$ cat config.mk
export PLATFORM = sky130hd
export DESIGN_NAME = sreg_batch_seq
export DESIGN_NICKNAME = d
export VERILOG_FILES = /design/src/rtl/sreg_batch_seq.sv
export SDC_FILE = /design/constraint.sdc
export NUM_CORES = 1
export LEC_CHECK = 0
export ABC_AREA = 1
export CORE_AREA = 2 2 232 234
export CTS_BUF_LIST = sky130_fd_sc_hd__clkbuf_2 sky130_fd_sc_hd__clkbuf_4 sky130_fd_sc_hd__clkbuf_8
export DETAILED_ROUTE_END_ITERATION = 8
export DIE_AREA = 0 0 234 236
export PLACE_DENSITY = 0.4
export SKIP_LAST_GASP = 1
export SLEW_MARGIN = 20
export SYNTH_ARGS = -nofsm -noshare
export SYNTH_HDL_FRONTEND = slang
export SYNTH_SLANG_ARGS = --single-unit
$ cat constraint.sdc
create_clock -name clk_i -period 2.6 [get_ports clk_i]
set_input_delay 0.39 -clock clk_i [delete_from_list [all_inputs] [get_ports clk_i]]
set_output_delay 0.39 -clock clk_i [all_outputs]
set_load 0.02 [all_outputs]
$ cat src/rtl/sreg_batch_seq.sv
// Moves a contiguous GPR range to or from the snapshot regfile in beats of up to CHUNK registers.
// Beats issue one per cycle from the cycle after accept; each beat stalls until sreg_ack_i; done_o pulses for one cycle after the last beat.
module sreg_batch_seq #(
  parameter int CHUNK = 4
) (
  input  logic                  clk_i,
  input  logic                  rst_ni,
  input  logic                  cmd_valid_i,
  output logic                  cmd_ready_o,
  input  logic                  cmd_op_i,
  input  logic [4:0]            cmd_start_i,
  input  logic [5:0]            cmd_len_i,
  output logic                  busy_o,
  output logic                  done_o,
  output logic                  err_o,
  output logic [CHUNK*5-1:0]    gpr_raddr_o,
  input  logic [CHUNK*32-1:0]   gpr_rdata_i,
  output logic [CHUNK-1:0]      gpr_we_o,
  output logic [CHUNK*5-1:0]    gpr_waddr_o,
  output logic [CHUNK*32-1:0]   gpr_wdata_o,
  output logic                  sreg_req_o,
  output logic [6:0]            sreg_funct7_o,
  output logic [4:0]            sreg_batch_start_o,
  output logic [4:0]            sreg_batch_len_o,
  output logic [CHUNK*32-1:0]   sreg_rs_val_o,
  input  logic                  sreg_ack_i,
  input  logic                  sreg_error_i,
  input  logic [CHUNK*32-1:0]   sreg_rd_val_i
);

  localparam logic [1:0] S_IDLE = 2'd0;
  localparam logic [1:0] S_SAVE = 2'd1;
  localparam logic [1:0] S_REST = 2'd2;
  localparam logic [1:0] S_FIN  = 2'd3;

  logic [1:0] state_q, state_d;
  logic [5:0] cur_q, cur_d;
  logic [5:0] rem_q, rem_d;
  logic       err_q, err_d;

  logic [5:0] blen;
  logic [6:0] end_sum;
  logic       in_beat;
  logic [5:0] lane_addr;
  logic       lane_act;

  assign blen    = (rem_q < 6'(CHUNK)) ? rem_q : 6'(CHUNK);
  assign end_sum = {2'b00, cmd_start_i} + {1'b0, cmd_len_i};
  assign in_beat = (state_q == S_SAVE) || (state_q == S_REST);

  always_comb begin
    state_d = state_q;
    cur_d   = cur_q;
    rem_d   = rem_q;
    err_d   = err_q;
    case (state_q)
      S_IDLE: begin
        if (cmd_valid_i) begin
          cur_d = {1'b0, cmd_start_i};
          rem_d = cmd_len_i;
          // Reject empty or out-of-range commands before any beat is issued.
          if (cmd_len_i == 6'd0 || end_sum > 7'd32) begin
            err_d   = 1'b1;
            state_d = S_FIN;
          end else begin
            err_d   = 1'b0;
            state_d = cmd_op_i ? S_REST : S_SAVE;
          end
        end
      end
      S_SAVE, S_REST: begin
        if (sreg_ack_i) begin
          if (sreg_error_i) begin
            err_d   = 1'b1;
            state_d = S_FIN;
          end else begin
            cur_d = cur_q + blen;
            rem_d = rem_q - blen;
            if (rem_q == blen) begin
              err_d   = 1'b0;
              state_d = S_FIN;
            end
          end
        end
      end
      default: state_d = S_IDLE;
    endcase
  end

  always_ff @(posedge clk_i or negedge rst_ni) begin
    if (!rst_ni) begin
      state_q <= S_IDLE;
      cur_q   <= 6'd0;
      rem_q   <= 6'd0;
      err_q   <= 1'b0;
    end else begin
      state_q <= state_d;
      cur_q   <= cur_d;
      rem_q   <= rem_d;
      err_q   <= err_d;
    end
  end

  assign cmd_ready_o        = (state_q == S_IDLE);
  assign busy_o             = (state_q != S_IDLE);
  assign done_o             = (state_q == S_FIN);
  assign err_o              = (state_q == S_FIN) && err_q;
  assign sreg_req_o         = in_beat;
  assign sreg_funct7_o      = (state_q == S_REST) ? 7'h40 : 7'h00;
  assign sreg_batch_start_o = in_beat ? cur_q[4:0] : 5'd0;
  assign sreg_batch_len_o   = in_beat ? blen[4:0] : 5'd0;

  // Lanes beyond the beat length stay fully quiet so the regfile sees zeros.
  always_comb begin
    gpr_raddr_o   = '0;
    gpr_we_o      = '0;
    gpr_waddr_o   = '0;
    gpr_wdata_o   = '0;
    sreg_rs_val_o = '0;
    lane_addr     = 6'd0;
    lane_act      = 1'b0;
    for (int k = 0; k < CHUNK; k++) begin
      lane_addr = cur_q + 6'(k);
      lane_act  = in_beat && (6'(k) < blen);
      if (lane_act && state_q == S_SAVE) begin
        gpr_raddr_o[5*k +: 5]    = lane_addr[4:0];
        sreg_rs_val_o[32*k +: 32] = gpr_rdata_i[32*k +: 32];
      end
      if (lane_act && state_q == S_REST) begin
        gpr_waddr_o[5*k +: 5]   = lane_addr[4:0];
        gpr_wdata_o[32*k +: 32] = sreg_rd_val_i[32*k +: 32];
        gpr_we_o[k]             = sreg_ack_i && !sreg_error_i && (lane_addr != 6'd0);
      end
    end
  end

endmodule
==> results of run 1 <==
layout make-up:
cell class / instances / area [um^2]
inverter: 309 / 1160
timing repair buffer: 643 / 6110
multi-input combinational: 516 / 2600
tap: 696 / 871
sequential: 15 / 375
clock buffer: 4 / 48.8
fill: 6050 / 41900
antenna: 1 / 2.50
per-layer routing:
metal,up-vias,track usage (%)
li1,3596,-
met4,2,0.671
met1,3098,16.7
met3,10,3.14
met5,-,0
met2,294,21.5
synth_stat cells (all sizes together):
library cell | n | area share [%]
o22ai | 6 | 0.85
ha | 21 | 5.9
nand2 | 74 | 6.4
o211ai | 4 | 0.68
clkbuf | 5 | 0.42
nor4 | 1 | 0.14
or2 | 2 | 0.28
a21oi | 13 | 1.5
nand3b | 1 | 0.17
dfrtp | 15 | 8.5
o21ai | 15 | 2.2
nor3b | 1 | 0.17
xor2 | 10 | 2.0
xnor2 | 1 | 0.20
inv | 309 | 26
fa | 2 | 0.91
conb | 2 | 0.17
buf | 37 | 7.8
nor3 | 3 | 0.34
nand4 | 2 | 0.28
nand3 | 20 | 2.5
nor2 | 322 | 31
o21a | 2 | 0.34
a31oi | 4 | 0.71
logic make-up (layout without fill, tap and decap cells):
family,Yosys count,after routing
AND/OR/NAND/NOR,426,426
buffers and inverters,351,956
AO/OA/AOI/OAI,44,45
adder cells (fa/ha/maj),23,23
flip-flops,15,15
XOR/XNOR,11,11
other,2,12
flip-flops by register name (all words and copies together), names as in the netlist:
name / count
rem_q: 6
cur_q: 6
state_q: 2
err_q: 1
power breakdown:
group	internal (W)	leakage [nW]	switching [W]	total (W)
sequential	0.000366	0.181	0.000133	0.000499
clock	0.000119	0.0262	0.0000922	0.000211
combinational	0.00345	6.49	0.00562	0.00907
total	0.00393	6.70	0.00585	0.00978
path summary, 6_finish.rpt:
path                       startpoint         endpoint  slack [ns]  cells after the start
setup / recovery           state_q[0]  gpr_wdata_o[47]        0.09                      9
hold / removal                  err_q            err_q        0.49                      2
setup reg to reg             rem_q[5]         cur_q[4]        0.32                     11
hold reg to reg                 err_q            err_q        0.49                      2
max in group asynchronous      rst_ni         cur_q[5]        1.44                      1
min in group asynchronous      rst_ni         rem_q[5]        0.63                      1
placed cells by master, fill, tap and decap left out, types with 4 or more instances in the layout:
master           instances
a21oi_1                 13
buf_12                  17
buf_2                    4
buf_4                   97
clkbuf_2                13
clkdlybuf4s15_1         20
clkdlybuf4s15_2         20
clkdlybuf4s50_1        283
conb_1                  11
dfrtp_1                 15
dlygate4sd2_1          178
dlymetal6s2s_1           9
ha_1                    19
inv_1                  304
inv_2                    4
nand2_1                 71
nand3_1                 19
nor2_1                 296
nor2_2                   4
nor2_4                  22
o211ai_1                 4
o21ai_0                 10
o22ai_1                  6
xor2_1                  10
timing repair:
action	CTS	global route
endpoints found under the setup margin	265	179
gates cloned	1	0
buffers inserted	2	3
hold buffers	0	0
resized for setup	296	55
endpoints found under the hold margin	0	0
pin swaps	2	2
per-stage QoR:
step | area [um^2] | total power, W | utilization (%) | setup TNS (ns) | instances
3_3_place_gp | 11300 | 0.0102 | 21.2 | -1.96 | 2173
4_1_cts | 11100 | 0.00992 | 21.0 | -3.61 | 2180
5_1_grt | 11200 | 0.0106 | 21.0 | -0.0503 | 2184
6_report | 11200 | 0.00978 | 21.0 | 0 | 2184
2_1_floorplan | 4460 | 0.00533 | - | 0 | 881
3_5_place_dp | 11300 | 0.0102 | 21.2 | -2.39 | 2173
critical path, stage by stage (launching register included):
cell and delay, ns:
dfrtp_1 0.34, inv_1 0.08, ha_4 0.31, o21ai_2 0.08, nor2_2 0.20, buf_4 0.16, inv_2 0.04, buf_12 0.15
nor2_1 0.13, dlygate4sd2_1 0.35
==> run summary, run 1 <==
outcome -> completed
Netlist cell types -> 36
GRT Overall Usage -> 12.6%
DR vias -> 7,000
compound-cell area share of the yosys netlist -> 6.25%
Initial Util -> 8.34%
Met2 Wirelength -> 17.7 mm
Max VDD drop -> 0.488 mV
met1 WL -> 16.4 mm
first-pass GRT wire length -> 49.8 mm
worst hold-check path type -> flip-flop to flip-flop
share of cells above drive strength 1 -> 13.6%
Skew-Pair Late Insertion Delay -> 0.25 ns
CTS tree -> built
IO Pins -> 595
flop and latch count out of synthesis -> 15
Layout Nets -> 1,784
Row Count -> 85
IO Port Bufs -> 586
metal3 WL -> 3.21 mm
Achievable Freq -> 398 MHz
number of max-cap violations -> 0
adder-cell share of the synthesized area -> 6.84%
Seq/Total Area, Yosys -> 8.48%
uppermost layer routed -> met5
CTS Sinks -> 15
mux contribution to synthesized area -> 0%
final worst-path setup slack -> 0.0857 ns
crit end category -> primary output
Synth Area in XOR/XNOR -> 2.18%
Final ANT Viol Nets -> 0
Synthesis Warnings -> 0
post-route clock period utilization -> 96.7%
Simple-Gate Fraction of Synth Area -> 41.5%
CTS buffer count -> 3
Slew @ Worst Pin -> 0.857 ns
CTS Root Cell -> clkbuf_8
DRC Markers -> 0
DP Wirelength -> 33.5 mm
P_leak -> 6.70 nW
synthesized instance count -> 872
Crit Path Max Fanout -> 37
pre-CTS WS -> -0.139 ns
First DRT Iteration DRCs -> 365
DR vias/cell -> 3.21
total grt overflow -> 0
final setup vio count -> 0
Hold WS -> 0.487 ns
Worst setup SP type -> flip-flop
drt total wl -> 37.6 mm
die height -> 236 um
pwr/cell area -> 876 mW/mm^2
CP Data Arrival Time -> 2.12 ns
initial antenna violation count -> 4
largest family of logic cells by synthesized area -> simple AND/OR/NAND/NOR gates
Synth Cell Area -> 0.00442 mm^2
H-tree depth -> 1
Core ar. -> 0.0531 mm^2
Die ar. -> 0.0552 mm^2
syn avg cell area -> 5.07 um^2
largest net degree at the start of global routing -> 39
Final min period -> 2.51 ns
Hold Violations, Final -> 0
clock-pin slew on the worst setup and hold paths -> 0.07 ns
worst endpoint required time -> 2.21 ns
worst rel slew slack -> 42.7%
GPL Wtd Cong -> 0.863
wire per inst -> 17.2 um
Die Width -> 234 um
Area growth, synth to finish -> 152%
Clock Tree Buf Depth -> 2
vias in the first global route -> 6,645
max-slew violation count -> 0
Crit Path Category -> flip-flop to primary output
DRT Pass-1 Iters -> 4
clk_skew -> 0.00203 ns
No activity file was read; power rests on OpenSTA's default activity.
==> run 2: changes to the inputs <==
DONT_BUFFER_PORTS = 1   (was unset)
PLACE_DENSITY = 0.3   (was 0.4)
==> run 2 against run 1 <==
Net effect: clock-buffer cell count did not move; highest routed layer is now met4; sequential share of layout area rose by 1.6 points; register-to-register slack got worse by 0.04 ns; final cell count fell by 15%; total power fell by 7.3%; die area did not move; global-route usage fell by 1.9 points; combinational power fell by 8.8%; fmax rose by 0.69%; flip-flop and latch count did not move; sequential power rose by 16%.
==> run summary, run 2 (synthesized netlist as in run 1, its figures left out) <==
clock-pin slew on the worst setup and hold paths -> 0.07 ns
CTS tree -> built
Top Registers -> cur_q: 6 flops, rem_q: 6 flops, state_q: 2 flops
DR vias -> 5,964
first-pass GRT wire length -> 41.5 mm
wire per inst -> 17.4 um
Worst setup SP type -> flip-flop
Max VDD drop -> 0.552 mV
Area growth, synth to finish -> 71.4%
CP Data Arrival Time -> 2.11 ns
Total Power -> 0.00906 W
Skew-Pair Late Insertion Delay -> 0.26 ns
cell total after placement -> 1,842
most common cell after layout, fill and taps aside -> buf_4
IO Port Bufs -> 0
Achievable Freq -> 400 MHz
Final ANT Viol Nets -> 0
Clock Tree Buf Depth -> 2
CTS Sinks -> 15
Crit Path Max Fanout -> 18
H-tree depth -> 1
Hold Violations, Final -> 0
Row Count -> 85
GRT Overall Usage -> 10.7%
max-slew violation count -> 0
Final min period -> 2.50 ns
DR vias/cell -> 3.21
Die ar. -> 0.0552 mm^2
DP Wirelength -> 29.3 mm
vias in the first global route -> 5,489
crit end category -> primary output
initial antenna violation count -> 5
pwr/cell area -> 1200 mW/mm^2
IO Pins -> 595
Core ar. -> 0.0531 mm^2
P_leak -> 4.82 nW
largest net degree at the start of global routing -> 38
filler instances -> 6,302
share of cells above drive strength 1 -> 31.8%
GPL Wtd Cong -> 0.746
final setup vio count -> 0
Crit Path Category -> flip-flop to primary output
First DRT Iteration DRCs -> 273
total grt overflow -> 0
Layout Nets -> 1,455
commonest non-fill, non-tap cells in the layout -> 305 x buf_4, 304 x inv_1, 294 x nor2_1
CTS buffer count -> 3
CTS Root Cell -> clkbuf_8
DRT Pass-1 Iters -> 5
worst rel slew slack -> 45.1%
number of max-cap violations -> 0
Slew @ Worst Pin -> 0.820 ns
Finished Layout Cells -> 1,856
DRC Markers -> 0
drt total wl -> 32.3 mm
die height -> 236 um
clk_skew -> 0.00231 ns
Initial Util -> 8.34%
worst endpoint required time -> 2.21 ns
outcome -> completed
Die Width -> 234 um
post-route clock period utilization -> 96.0%
worst hold-check path type -> input port to flip-flop
run 2: changes by cell type in the layout (fill, tap and decap cells not counted), moves of 4 or more:
cell	change
dlygate4sd2_1	-178
clkdlybuf4s15_2	-20
dlymetal6s2s_1	-9
clkdlybuf4s50_1	-283
buf_12	-9
buf_2	-4
clkdlybuf4s15_1	-20
buf_4	+208
clkbuf_2	-13
run 2: power breakdown:
part           internal (W)  total, W  switching (W)
Sequential         0.000369  0.000577       0.000208
Combinational       0.00286   0.00827        0.00541
Clock              0.000119  0.000217      0.0000973
run 2: final cells by class:
| class | count | area, um^2 | share of cell area [%] |
|---|---|---|---|
| antenna | 2 | 5.00 | 0.0660 |
| sequential | 15 | 378 | 4.98 |
| timing repair buffer | 315 | 2490 | 32.8 |
| clock buffer | 4 | 48.8 | 0.644 |
| multi-input combinational | 515 | 2620 | 34.6 |
| inverter | 309 | 1170 | 15.4 |
| tap | 696 | 871 | 11.5 |
run 2: stage by stage:
step | setup TNS (ns) | hold WS (ns) | cell area (um^2) | util [%] | setup slack [ns]
final | 0 | 0.286 | 7580 | 14.3 | 0.103
after global routing | -0.0105 | 0.297 | 7580 | 14.3 | -0.00688
after CTS | -0.00397 | 0.280 | 7510 | 14.2 | -0.00397
after detailed placement | 0 | 0.0948 | 7350 | 13.9 | 0.109
after global placement | 0 | 0.0949 | 7350 | 13.9 | 0.140
after floorplan | 0 | 0.0944 | 4460 | - | 0.244
run 2: final timing paths:
path / start / endpoint / slack [ns] / cells after the start
max: state_q[1] / gpr_wdata_o[92] / 0.10 / 9
min: cmd_len_i[3] / rem_q[3] / 0.29 / 2
max reg2reg: rem_q[4] / cur_q[4] / 0.28 / 10
min reg2reg: err_q / err_q / 0.49 / 2
max in group asynchronous: rst_ni / cur_q[2] / 1.37 / 1
min in group asynchronous: rst_ni / err_q / 0.67 / 1
run 2: routing by layer:
metal | GRT usage, % | up-vias | wire (um) | share of wire, %
li1 | - | 2938 | - | -
met1 | 14.0 | 2753 | 14000 | 43
met2 | 19.0 | 267 | 16100 | 50
met3 | 1.56 | 6 | 1930 | 6.0
met4 | 1.25 | 0 | 343 | 1.1
met5 | 0 | - | 0 | 0
run 2: what timing repair did:
action / CTS / global route
setup buffers: 2 / 4
gates cloned: 1 / 0
gates resized for setup: 12 / 6
endpoints found under the hold margin: 15 / 0
hold buffers: 1 / 0
setup endpoints to repair: 164 / 107
pin swaps: 0 / 3
run 2: worst max-delay path, cell delays in order (launching register included):
cell     delay (ns)
dfrtp_1        0.41
inv_1          0.10
ha_4           0.31
inv_6          0.05
nor2_4         0.20
buf_12         0.15
o21ai_4        0.09
buf_12         0.16
buf_16         0.18
nor2_4         0.19
